**src/rtl/regfile_pkg.sv**
```systemverilog
// Shared types and default sizes for the parametrised register file.
package regfile_pkg;

    typedef enum logic {
        IDLE  = 1'b0,
        SWEEP = 1'b1
    } state_t;

    localparam int DEF_DATA_W = 16;
    localparam int DEF_ADDR_W = 3;

endpackage

```
**src/rtl/regfile_sweep_ctrl.sv**
```systemverilog
// Sweep-clear sequencer: walks the index from 0 to DEPTH-1,
// zeroing one register per cycle, then returns to IDLE.
module regfile_sweep_ctrl
    import regfile_pkg::*;
#(
    parameter int ADDR_W = DEF_ADDR_W
) (
    input  logic              clock,
    input  logic              reset,
    input  logic              clear_req,
    output logic              clear_busy,
    output logic              clear_stb,
    output logic [ADDR_W-1:0] clear_idx
);

    localparam logic [ADDR_W-1:0] LAST = ADDR_W'((2 ** ADDR_W) - 1);

    state_t            state;
    logic [ADDR_W-1:0] idx;

    always_ff @(posedge clock) begin
        if (reset) begin
            state <= IDLE;
            idx   <= '0;
        end else begin
            unique case (state)
                IDLE: begin
                    if (clear_req) begin
                        state <= SWEEP;
                        idx   <= '0;
                    end
                end
                SWEEP: begin
                    // Stop on the last register; the index never wraps.
                    if (idx == LAST) begin
                        state <= IDLE;
                        idx   <= '0;
                    end else begin
                        idx <= idx + 1'b1;
                    end
                end
                default: begin
                    state <= IDLE;
                    idx   <= '0;
                end
            endcase
        end
    end

    assign clear_busy = (state == SWEEP);
    assign clear_stb  = (state == SWEEP);
    assign clear_idx  = idx;

endmodule

```
**src/rtl/regfile_nport.sv**
```systemverilog
// Parametrised register file with registered read ports and sweep clear.
// Define REGFILE_BYPASS_EN to forward same-cycle writes to the read ports.
module regfile_nport
    import regfile_pkg::*;
#(
    parameter int DATA_W   = DEF_DATA_W,
    parameter int ADDR_W   = DEF_ADDR_W,
    parameter int TAP_ADDR = (2 ** ADDR_W) - 1
) (
    input  logic              clock,
    input  logic              reset,
    input  logic              write,
    input  logic [ADDR_W-1:0] rd_addr,
    input  logic [DATA_W-1:0] wr_data,
    input  logic              rd_en,
    input  logic [ADDR_W-1:0] rs_addr,
    input  logic [ADDR_W-1:0] rt_addr,
    output logic [DATA_W-1:0] rs_data,
    output logic [DATA_W-1:0] rt_data,
    output logic [DATA_W-1:0] tap_data,
    input  logic              clear_req,
    output logic              clear_busy
);

    localparam int DEPTH = 2 ** ADDR_W;
    localparam logic [ADDR_W-1:0] TAP_IDX = ADDR_W'(TAP_ADDR);

`ifdef REGFILE_BYPASS_EN
    localparam bit BYPASS = 1'b1;
`else
    localparam bit BYPASS = 1'b0;
`endif

    logic [DATA_W-1:0] regs [DEPTH];
    logic              clear_stb;
    logic [ADDR_W-1:0] clear_idx;
    logic              wr_ok;
    logic [DATA_W-1:0] rs_next;
    logic [DATA_W-1:0] rt_next;

    regfile_sweep_ctrl #(
        .ADDR_W(ADDR_W)
    ) u_sweep (
        .clock     (clock),
        .reset     (reset),
        .clear_req (clear_req),
        .clear_busy(clear_busy),
        .clear_stb (clear_stb),
        .clear_idx (clear_idx)
    );

    assign wr_ok = write && !clear_busy;

    always_ff @(posedge clock) begin
        if (reset) begin
            for (int i = 0; i < DEPTH; i++) begin
                regs[i] <= '0;
            end
        end else begin
            if (clear_stb) begin
                regs[clear_idx] <= '0;
            end
            if (wr_ok) begin
                regs[rd_addr] <= wr_data;
            end
        end
    end

    // Only accepted writes forward; sweep zeroing is never bypassed.
    always_comb begin
        rs_next = regs[rs_addr];
        rt_next = regs[rt_addr];
        if (BYPASS && wr_ok && (rd_addr == rs_addr)) begin
            rs_next = wr_data;
        end
        if (BYPASS && wr_ok && (rd_addr == rt_addr)) begin
            rt_next = wr_data;
        end
    end

    always_ff @(posedge clock) begin
        if (reset) begin
            rs_data <= '0;
            rt_data <= '0;
        end else if (rd_en) begin
            rs_data <= rs_next;
            rt_data <= rt_next;
        end
    end

    assign tap_data = regs[TAP_IDX];

endmodule

```
**config.mk**
```make
export PLATFORM = sky130hd
export DESIGN_NAME = regfile_nport
export DESIGN_NICKNAME = d
export VERILOG_FILES = /design/src/rtl/regfile_pkg.sv /design/src/rtl/regfile_sweep_ctrl.sv /design/src/rtl/regfile_nport.sv
export SDC_FILE = /design/constraint.sdc
export NUM_CORES = 1
export LEC_CHECK = 0
export ABC_AREA = 1
export CELL_PAD_IN_SITES_DETAIL_PLACEMENT = 1
export CELL_PAD_IN_SITES_GLOBAL_PLACEMENT = 1
export CORE_ASPECT_RATIO = 1.4
export CORE_MARGIN = 4
export CORE_UTILIZATION = 46
export DETAILED_ROUTE_END_ITERATION = 10
export PLACE_DENSITY = 0.84
export SYNTH_ARGS = -nofsm -noshare
export SYNTH_HDL_FRONTEND = slang
export SYNTH_SLANG_ARGS = --single-unit
```
**constraint.sdc**
```tcl
create_clock -name clock -period 6.53 [get_ports clock]
set_input_delay 1.306 -clock clock [delete_from_list [all_inputs] [get_ports clock]]
set_output_delay 1.306 -clock clock [all_outputs]
set_load 0.01 [all_outputs]
```
**Yosys cells after proc, flatten, opt, wreduce, memory -nomap -nowiden**

Memories as Yosys holds them, arrays and structs flattened. A register that Yosys moved wholly into a read port is not among the register bits.
Cells that the tools add are included.

- $lt $le $gt $ge: 0
- Bitwise logic cells: 1
- Shifts and indexed selects: 0
- Reduce and logical (&&, ||, !) cells: 4
- Mux-type cells: 20
- Multipliers: 0
- Divide/modulo/power cells: 0
- Eq/ne operators: 2
- $add $sub $neg: 1

Operators with widths:

| operator | count |
|---|---|
| $mux W16 | 2 |
| $reduce_or A16 Y1 | 2 |
| $mux W1 | 12 |
| $mux W3 | 4 |
| $pmux W3 S2 | 1 |
| $add A3 B1 Y3 const B | 1 |
| $eq A3 B3 Y1 const B | 1 |
| $ne A2 B2 Y1 const B | 1 |
| $pmux W1 S2 | 1 |
| $logic_and A1 B1 Y1 | 1 |
| $logic_not A1 Y1 | 1 |
| $not A1 Y1 | 1 |

- Memory bits (writable): 128
- Bits in registers: 4
- Memories: 1
- Bits in read-only memories: 0
- Latch bits: 0
- Input bits: 30
- Word-level logic and storage cells: 31

Memory list:

| name | depth | width | read ports | clocked after Yosys merged registers in | wr ports | RTL line | source |
|---|---|---|---|---|---|---|---|
| regs | 8 | 16 | 3 | 2 | 8 | regfile_nport.sv:34 | `logic [DATA_W-1:0] regs [DEPTH];` |

**Longest topological paths before layout**

Gate-level depths: netlist of the first run.

- Word-level depth: 7
- Mapped depth: 9
- Mapped depth without buffers: 8

**Cells and area by module**

Synthesis of the first run repeated with hierarchy kept, for this count alone.

- Cell total of the unflattened synthesis: 1119
- Area, all modules: 8739.6 um^2

Modules (own cells, without submodules):

| module | area each (um^2) | cells an instance | instances |
|---|---|---|---|
| regfile_nport | 8541.9 | 1094 | 1 |
| regfile_sweep_ctrl | 197.7 | 25 | 1 |

**Worst setup path before layout of the first run**

OpenSTA, ideal clock, no wires.

- Path type: input -> register
- From: input port reset
- To: memory regs[0][0] (netlist bit), enable pin
- Buffers on the path: 1
- Data arrival time: 2.573 ns
- Library setup time: 0.372 ns
- Slack: 3.586 ns
- Stages on the path: 8
- Cell sequence: inv_2 > nand3_4 > inv_4 > nand2_4 > a21oi_4 > nand2_4 > buf_6 > nand2_1

RTL lines:

| item | RTL line | source |
|---|---|---|
| from (decl) | regfile_nport.sv:11 | `input logic reset,` |
| to (decl) | regfile_nport.sv:34 |  |

==> flow_summary.yaml, run 1 <==
worst_setup_path:
  crit_chain: "clkdlybuf4s50_1 > inv_2 > nand3_4 > inv_4 > nand2_4 > a21oi_4 > nand2_4 > nand2_1"
  r2r-start: "u_sweep.clear_busy"
  reg2reg_depth: 8
  cp_slowest_cell: "nand2_1"
  r2r_slack_ns: 4.07
  critPathKind: "input pin to flop"
  slowest_delay_ns: 0.60
  path_common_cell: "nand2_4"
  required_ns: 6.61
  critical_path.endpoint_type: "flop"
  worst_ep_arrival_time_ns: 4.01
  cp_max_fo: 43
  startpoint_type: "input pin"
  reg2reg_to: "regs[5][7]"
die:
  coreArea_mm2: 0.0181
  start_util_pct: 47.4
  dieArea_mm2: 0.0210
  io_pins: 79
  die_w_um: 124
  rows: 58
  chipHeight_um: 170
power_and_ir_drop:
  vdd_ir_drop_max_uv: 138
  p_int_mw: 1.86
  power_switching_mw: 0.685
  p_per_area_mw_per_mm2: 255
  switching_share_pct: 26.9
  p_leak_nw: 4.31
  p_clk_share_pct: 39.1
  p_comb_share_pct: 13.6
  seqPwrFrac_pct: 47.3
hold_path:
  hp-class: "flop to flop"
  hold_depth: 2
  hp-start: "u_sweep.clear_idx[0]"
  worstHoldEndpoint: "u_sweep.clear_idx[0]"
clocking:
  post-cts-setup-buffers: 0
  max-clock-path-buffers: 2
  clk_pin_slew_ns: 0.06
  cts.sinks: 164
  numCtsBuffers: 17
  htree_levels: 4
  clk_latency_ns: 0.45
  cts_root_buf: "clkbuf_16"
  cts-resized-gates: 0
  cts_tree: "done"
  cts-hold-fix-buffers: 0
synth:
  ys_ff_latch: 164
  synth_cells: 1109
  ys_top_cells_by_count: "nand2_1, nand3_1, inv_1"
  synthFlopType: "edfxtp_1"
  syn-num-nets: 1141
  synth_most_common_cell: "nand2_1"
  synth_enable_flop_cells: 128
  yosysTopAreaCellShare_pct: 44.7
  avgSynthCellArea_um2: 7.76
  synthArstFlopShare_pct: 0
  synth_top_area_cell: "edfxtp_1"
  ys_seq_area_share_pct: 53.1
  syn_area_mm2: 0.00860
  ys_types: 24
  ys_warn_count: 0
  yosys-top-cells-area: "edfxtp_1, nand2_1, nand3_1, dfxtp_1, inv_1"
sta:
  fin_setup_tns_ns: 0
  drv_slew: 0
  setup_violations: 0
  final-hold-violation-count: 0
  post-route-min-period_ns: 3.94
  tightest_slew_ns: 0.914
  fin_skew_ns: 0.00825
  rsz0062_at_grt: "false"
  relSlewSlack_pct: 38.9
  fmax_ghz: 0.254
  holdWs_ns: 0.521
  period_share_pct: 60.3
finish:
  layout-drive-gt1-share_pct: 5.26
  final.fill_count: 2250
  layoutNonFillerInstCount: 1400
  area_delta_synth_final_pct: 16.3
  nets: 1179
  num_antenna_cells: 0
  final_util_pct: 55.2
  final_cell_area_mm2: 0.0100
placement:
  place_area_mm2: 0.00943
  portBuffers: 78
  dp.cells: 1368
  gp_congestion: 0.831
  dp_hpwl_mm: 18.8
detailed_routing:
  wirelength_mm: 27.1
  dr.first_iter.drc_count: 593
  vias_per_cell: 5.44
  via_count: 7622
  avgRoutedWirePerCell_um: 19.4
  first_pass_iters: 5
  met1_length_mm: 10.6
  drc_errors: 0
  wl_met3_mm: 1.52
  wl_met2_mm: 14.1
  ant_nets: 0
  highest_layer: "met4"
global_routing:
  gr-total-overflow: 0
  grt_pass1_vias: 7912
  antenna_found_initial: 0
  grt_pass1_wl_mm: 42.8
  grt_max_degree: 66
  grt_use_total_pct: 27.1
run:
  maxCapViolCount: 0
status:
  status: "finished, final reports clean"
logic make-up (layout without fill, tap and decap cells):
logic type	Yosys count	count (layout)	share of synthesized area (%)
and+or+nand+nor	662	662	32.6
AOI/OAI and AO/OA	73	73	4.44
buffers and inverters	208	259	9.60
DFF	164	164	53.1
adders and majority gates	2	2	0.291
cells in the final DEF, fill, tap and decap left out, types with 2 or more instances in the layout:
cell type / n
inv_1: 137
dfxtp_1: 36
o21ai_1: 3
clkbuf_16: 17
o21ai_0: 33
nand2_1: 323
inv_6: 4
nor2_2: 4
clkinvlp_4: 4
bufinv_16: 2
a21oi_1: 34
buf_2: 4
nand2_2: 4
nor2_1: 131
nand3_1: 193
edfxtp_1: 128
inv_2: 4
clkbuf_1: 2
clkdlybuf4s50_1: 74
buf_4: 7
ha_1: 2
nand2_4: 5
worst max-delay path by stage:
stage                     start           to  slack [ns]
after detailed placement  reset  regs[4][12]        2.12
after global placement    reset  regs[4][10]        2.23
after floorplan           reset   regs[0][0]        3.59
after global routing      reset   regs[3][0]        2.33
after CTS                 reset   regs[4][6]        2.57
final                     reset   regs[4][6]        2.59
sequential cells by signal, summed over array words and instances, names as in the netlist:
| name | flops |
|---|---|
| u_sweep.clear_idx | 3 |
| rt_data | 16 |
| u_sweep.clear_busy | 1 |
| rs_data | 16 |
| regs | 128 |
critical path: cells and delay by family:
family	cells	cell delay [ns]
AO/OA/AOI/OAI	1	0.33
buffers and inverters	3	1.24
AND/OR/NAND/NOR	4	1.12
power by group through the flow:
stage | clock network, mW | registers (mW) | logic [mW]
6_report | 0.996 | 1.21 | 0.347
5_1_grt | 1.05 | 1.21 | 0.384
4_1_cts | 1.00 | 1.21 | 0.347
3_5_place_dp | 0 | 1.23 | 0.343
3_3_place_gp | 0 | 1.23 | 0.330
2_1_floorplan | 0 | 1.23 | 0.202
stage by stage:
| step | power, mW | worst slack (ns) |
|---|---|---|
| final | 2.55 | 2.59 |
| after global routing | 2.64 | 2.33 |
| after CTS | 2.56 | 2.57 |
| after detailed placement | 1.57 | 2.12 |
| after global placement | 1.56 | 2.23 |
| after floorplan | 1.43 | 3.59 |
per-layer routing:
metal,GRT usage (%),vias to the layer above
li1,-,3624
met1,32.8,3678
met2,47.0,259
met3,4.90,61
met4,11.5,0
met5,0,-
cell type report:
cell class / count / area [um2] / area share [%]
clock inverter: 13 / 149 / 1.49
sequential: 164 / 4560 / 45.6
tap: 240 / 300 / 3.00
inverter: 142 / 536 / 5.35
clock buffer: 19 / 433 / 4.33
timing repair buffer: 85 / 813 / 8.13
multi-input combinational: 737 / 3210 / 32.1
(Power assumes the default switching activity.)
==> run 2: changes to the inputs <==
--- a/config.mk
+++ b/config.mk
@@ -10,9 +10,9 @@
 export CELL_PAD_IN_SITES_GLOBAL_PLACEMENT = 1
 export CORE_ASPECT_RATIO = 1.4
 export CORE_MARGIN = 4
-export CORE_UTILIZATION = 46
+export CORE_UTILIZATION = 43
 export DETAILED_ROUTE_END_ITERATION = 10
-export PLACE_DENSITY = 0.84
+export PLACE_DENSITY = 0.79
 export SYNTH_ARGS = -nofsm -noshare
 export SYNTH_HDL_FRONTEND = slang
 export SYNTH_SLANG_ARGS = --single-unit
==> constraint.sdc (replaced) <==
create_clock -name clock -period 3.7 [get_ports clock]
set_input_delay 0.74 -clock clock [delete_from_list [all_inputs] [get_ports clock]]
set_output_delay 0.74 -clock clock [all_outputs]
set_load 0.01 [all_outputs]
==> flow_summary.yaml, run 2 (same netlist as run 1, synthesis figures left out) <==
placement:
  dp.cells: 1386
  portBuffers: 78
  gp_congestion: 0.823
  dp_hpwl_mm: 18.9
sta:
  fin_setup_tns_ns: 0
  tightest_slew_ns: 0.882
  setup_violations: 0
  rsz0062_at_grt: "false"
  final-hold-violation-count: 0
  fmax_ghz: 0.353
  relSlewSlack_pct: 41.2
  fin_skew_ns: 0.00889
  post-route-min-period_ns: 2.84
  period_share_pct: 76.6
  drv_slew: 0
die:
  rows: 60
  io_pins: 79
  coreArea_mm2: 0.0194
  die_w_um: 128
  start_util_pct: 44.2
  dieArea_mm2: 0.0224
  chipHeight_um: 175
power_and_ir_drop:
  p_leak_nw: 4.41
  p_int_mw: 3.39
  switching_share_pct: 26.1
  vdd_ir_drop_max_uv: 334
  power_switching_mw: 1.20
  p_per_area_mw_per_mm2: 452
  p_clk_share_pct: 39.9
  seqPwrFrac_pct: 46.4
  p_comb_share_pct: 13.8
clocking:
  cts_tree: "done"
  htree_levels: 4
  cts_root_buf: "clkbuf_16"
  cts-resized-gates: 0
  max-clock-path-buffers: 2
  cts-hold-fix-buffers: 0
  clk_latency_ns: 0.44
  post-cts-setup-buffers: 0
  cts.sinks: 164
  numCtsBuffers: 17
  clk_pin_slew_ns: 0.06
global_routing:
  grt_max_degree: 65
  gr-total-overflow: 0
  grt_pass1_wl_mm: 44.6
  antenna_found_initial: 0
  grt_use_total_pct: 26.1
  grt_pass1_vias: 7851
worst_setup_path:
  startpoint_type: "input pin"
  critPathKind: "input pin to flop"
  required_ns: 3.76
  worst_ep_arrival_time_ns: 2.90
  r2r_slack_ns: 1.28
  critical_path.endpoint_type: "flop"
  cp_max_fo: 19
finish:
  largest_register_ffs: 128
  reg.largest.list: "regs: 128 flops, rs_data: 16 flops, rt_data: 16 flops"
  area_delta_synth_final_pct: 17.9
  layoutNonFillerInstCount: 1418
  final_util_pct: 52.2
  layout_commonest_cell: "nand2_1"
  top_register: "regs"
  final.fill_count: 2367
  num_antenna_cells: 0
  nets: 1189
  layout-drive-gt1-share_pct: 6.24
  layout_common_cells: "nand2_1, nand3_1, inv_1, nor2_1, edfxtp_1"
detailed_routing:
  via_count: 7733
  vias_per_cell: 5.45
  dr.first_iter.drc_count: 755
  drc_errors: 0
  ant_nets: 0
  avgRoutedWirePerCell_um: 20.1
  wirelength_mm: 28.4
  first_pass_iters: 5
hold_path:
  hp-class: "flop to flop"
status:
  status: "finished, final reports clean"
run:
  maxCapViolCount: 0
run 2: changes by cell type in the layout (fill, tap and decap cells not counted), sizes merged:
cell	before	now
buf	11	20
bufinv	2	0
clkbuf	19	27
clkdlybuf4s50	74	75
clkinv	2	3
clkinvlp	4	1
inv	147	143
run 2: path summary, 6_finish.rpt:
check,from,end,cells past startpoint
worst max-delay path,reset,regs[6][15],8
worst min register to register,u_sweep.clear_idx[1],u_sweep.clear_idx[1],2
worst max register to register,u_sweep.clear_busy,regs[6][15],7
worst min-delay path,u_sweep.clear_idx[1],u_sweep.clear_idx[1],2
run 2: worst max-delay path: stages:
cell and delay (ns):
clkdlybuf4s50_1 0.47, inv_2 0.11, nand3_4 0.13, inv_4 0.21
nand2_4 0.09, a21oi_4 0.32, nand2_4 0.21, nand2_1 0.61
run 2: area by class of cell:
type / count / area [um2] / area share, %
Clock inverter: 5 / 28.8 / 0.284
Clock buffer: 27 / 589 / 5.81
Tap cell: 248 / 310 / 3.06
Timing Repair Buffer: 95 / 906 / 8.93
Multi-Input combinational cell: 737 / 3210 / 31.7
Inverter: 142 / 536 / 5.28
Sequential cell: 164 / 4560 / 45.0
run 2: stage by stage:
step | setup WS, ns | instance area [um2] | hold slack (ns) | total power [mW]
floorplan | 1.32 | 8600 | 0.462 | 2.52
global route | 0.743 | 10100 | 0.554 | 4.78
finish | 0.864 | 10100 | 0.513 | 4.59
detailed placement | 0.394 | 9530 | 0.503 | 2.79
CTS | 0.851 | 10100 | 0.514 | 4.61
global placement | 0.522 | 9530 | 0.496 | 2.77
run 2: power by group through the flow:
| stage | combinational [mW] | sequential [mW] | clock [mW] |
|---|---|---|---|
| 6_report | 0.631 | 2.13 | 1.83 |
| 5_1_grt | 0.696 | 2.14 | 1.95 |
| 4_1_cts | 0.630 | 2.13 | 1.85 |
| 3_5_place_dp | 0.623 | 2.17 | 0 |
| 3_3_place_gp | 0.607 | 2.16 | 0 |
| 2_1_floorplan | 0.357 | 2.17 | 0 |
run 2: metal layers:
metal  part of all wire (%)  wire length [um]  track usage [%]
met1                     43             12300             35.4
met2                     48             13800             43.1
met3                    6.6              1880             4.50
met4                    1.9               533             7.38
met5                      0                 0                0
==> run 3: changes to the inputs <==
==> constraint.sdc (replaced) <==
create_clock -name clock -period 2.63 [get_ports clock]
set_input_delay 0.526 -clock clock [delete_from_list [all_inputs] [get_ports clock]]
set_output_delay 0.526 -clock clock [all_outputs]
set_load 0.01 [all_outputs]
==> flow_summary.yaml, run 3 (same netlist as run 1, synthesis figures left out) <==
power_and_ir_drop:
  p_leak_nw: 4.52
  switching_share_pct: 26.7
  seqPwrFrac_pct: 46.6
  vdd_ir_drop_max_uv: 423
  p_comb_share_pct: 14.6
  p_clk_share_pct: 38.8
  p_per_area_mw_per_mm2: 618
  power_switching_mw: 1.71
  p_int_mw: 4.70
detailed_routing:
  via_count: 7913
  avgRoutedWirePerCell_um: 19.6
  drc_errors: 0
  ant_nets: 0
  first_pass_iters: 5
  wirelength_mm: 28.2
  vias_per_cell: 5.50
  dr.first_iter.drc_count: 825
worst_setup_path:
  crit_end: "clear_busy"
  required_ns: 2.10
  r2r_slack_ns: 0.81
  critPathKind: "flop to output port"
  crit_family: "buffers and inverters"
  worst-path-stages: 1
  cp_slowest_cell: "clkdlybuf4s50_1"
  cp_num_buf_inv: 1
  critical_path.endpoint_type: "output port"
  critPathLaunch: "u_sweep.clear_busy"
  worst_ep_arrival_time_ns: 1.52
  reg2reg_depth: 7
  startpoint_type: "flop"
  slowest_delay_ns: 0.60
  r2r-start: "u_sweep.clear_busy"
  reg2reg_to: "regs[6][6]"
  cp_max_fo: 8
  crit_chain: "clkdlybuf4s50_1"
global_routing:
  grt_use_total_pct: 25.7
  grt_max_degree: 65
  busiest_layer: "met2"
  met3_usage_pct: 3.13
  grt_pass1_wl_mm: 44.2
  gr-total-overflow: 0
  antenna_found_initial: 0
  grtUsageMet1_pct: 35.0
  grt_pass1_vias: 8024
  use_met2_pct: 43.2
finish:
  reg.largest.list: "regs: 128 flops, rs_data: 16 flops, rt_data: 16 flops"
  layout_commonest_cell: "nand2_1"
  top_register: "regs"
  layout-drive-gt1-share_pct: 7.73
  final_cell_area_mm2: 0.0104
  nets: 1209
  largest_register_ffs: 128
  area_delta_synth_final_pct: 20.7
  num_antenna_cells: 0
  layout_common_cells: "nand2_1, nand3_1, inv_1, nor2_1, edfxtp_1"
clocking:
  post-cts-setup-buffers: 0
  cts_tree: "done"
  max-clock-path-buffers: 2
  clk_pin_slew_ns: 0.07
  cts-hold-fix-buffers: 0
  clk_latency_ns: 0.44
  cts_root_buf: "clkbuf_16"
  htree_levels: 4
  cts.sinks: 164
  cts-resized-gates: 0
  numCtsBuffers: 17
sta:
  holdWs_ns: 0.520
  tightest_slew_ns: 0.885
  drv_slew: 0
  relSlewSlack_pct: 41.0
  fmax_ghz: 0.488
  post-route-min-period_ns: 2.05
  setup_violations: 0
  period_share_pct: 77.9
  timing.final.ws_setup_ns: 0.581
  fin_setup_tns_ns: 0
  rsz0062_at_grt: "false"
  fin_skew_ns: 0.0159
  final-hold-violation-count: 0
die:
  io_pins: 79
  coreArea_mm2: 0.0194
  die_w_um: 128
  rows: 60
  dieArea_mm2: 0.0224
  start_util_pct: 44.2
  chipHeight_um: 175
placement:
  dp_slack_ns: 0.187
  place_area_mm2: 0.00979
  gp_congestion: 0.829
  dp_hpwl_mm: 19.0
  portBuffers: 78
run:
  maxCapViolCount: 0
status:
  status: "finished, final reports clean"
hold_path:
  hp-class: "flop to flop"
## run 3: cell count changes in the layout (fill, tap and decap cells not counted), sizes merged
cell      change
buf          +20
clkbuf        -8
inv           +3
bufinv        +2
clkinv        +2
clkinvlp      +1
## run 3: power groups by stage
stage | Sequential, mW | Combinational, mW | Clock [mW]
2_1_floorplan | 3.05 | 0.503 | 0
3_3_place_gp | 3.04 | 0.910 | 0
3_5_place_dp | 3.04 | 0.928 | 0
4_1_cts | 2.99 | 0.939 | 2.52
5_1_grt | 3.00 | 1.03 | 2.63
6_report | 2.99 | 0.939 | 2.49
## run 3: cell type report
cell class	instances	area, um2
Clock buffer	19	443
Tap cell	248	310
Timing Repair Buffer	115	1170
Clock inverter	13	146
Inverter	142	536
Sequential cell	164	4560
Multi-Input combinational cell	737	3210
Fill cell	2365	9060
## run 3: worst reg2reg max path: stages, from the launching register on
cell	delay (ns)
dfxtp_1	0.49
inv_2	0.08
nand3_4	0.11
nand2_1	0.13
a21oi_4	0.34
nand2_4	0.08
nand2_1	0.11
buf_12	0.18
## run 3: layer usage
metal / wire length, um / vias to the layer above
li1: - / 3679
met1: 11800 / 3866
met2: 13900 / 322
met3: 2050 / 46
met4: 493 / 0
met5: 0 / -
## run 3: per-stage QoR
| step | instances | utilization (%) | power, mW |
|---|---|---|---|
| 5_1_grt | 1438 | 53.4 | 6.66 |
| 3_5_place_dp | 1406 | 50.4 | 3.97 |
| 4_1_cts | 1438 | 53.4 | 6.45 |
| 2_1_floorplan | 1109 | - | 3.55 |
| 3_3_place_gp | 1406 | 50.4 | 3.95 |
| 6_report | 1438 | 53.4 | 6.41 |
## run 3: worst min-delay path by stage
stage / from / to / cells after the start
after floorplan: u_sweep.clear_idx[1] / u_sweep.clear_idx[1] / 2
after global placement: rs_data[13] / rs_data[13] / 2
after detailed placement: u_sweep.clear_idx[0] / u_sweep.clear_idx[0] / 2
after CTS: u_sweep.clear_idx[0] / u_sweep.clear_idx[0] / 2
after global routing: rs_data[13] / rs_data[13] / 2
final: u_sweep.clear_idx[0] / u_sweep.clear_idx[0] / 2
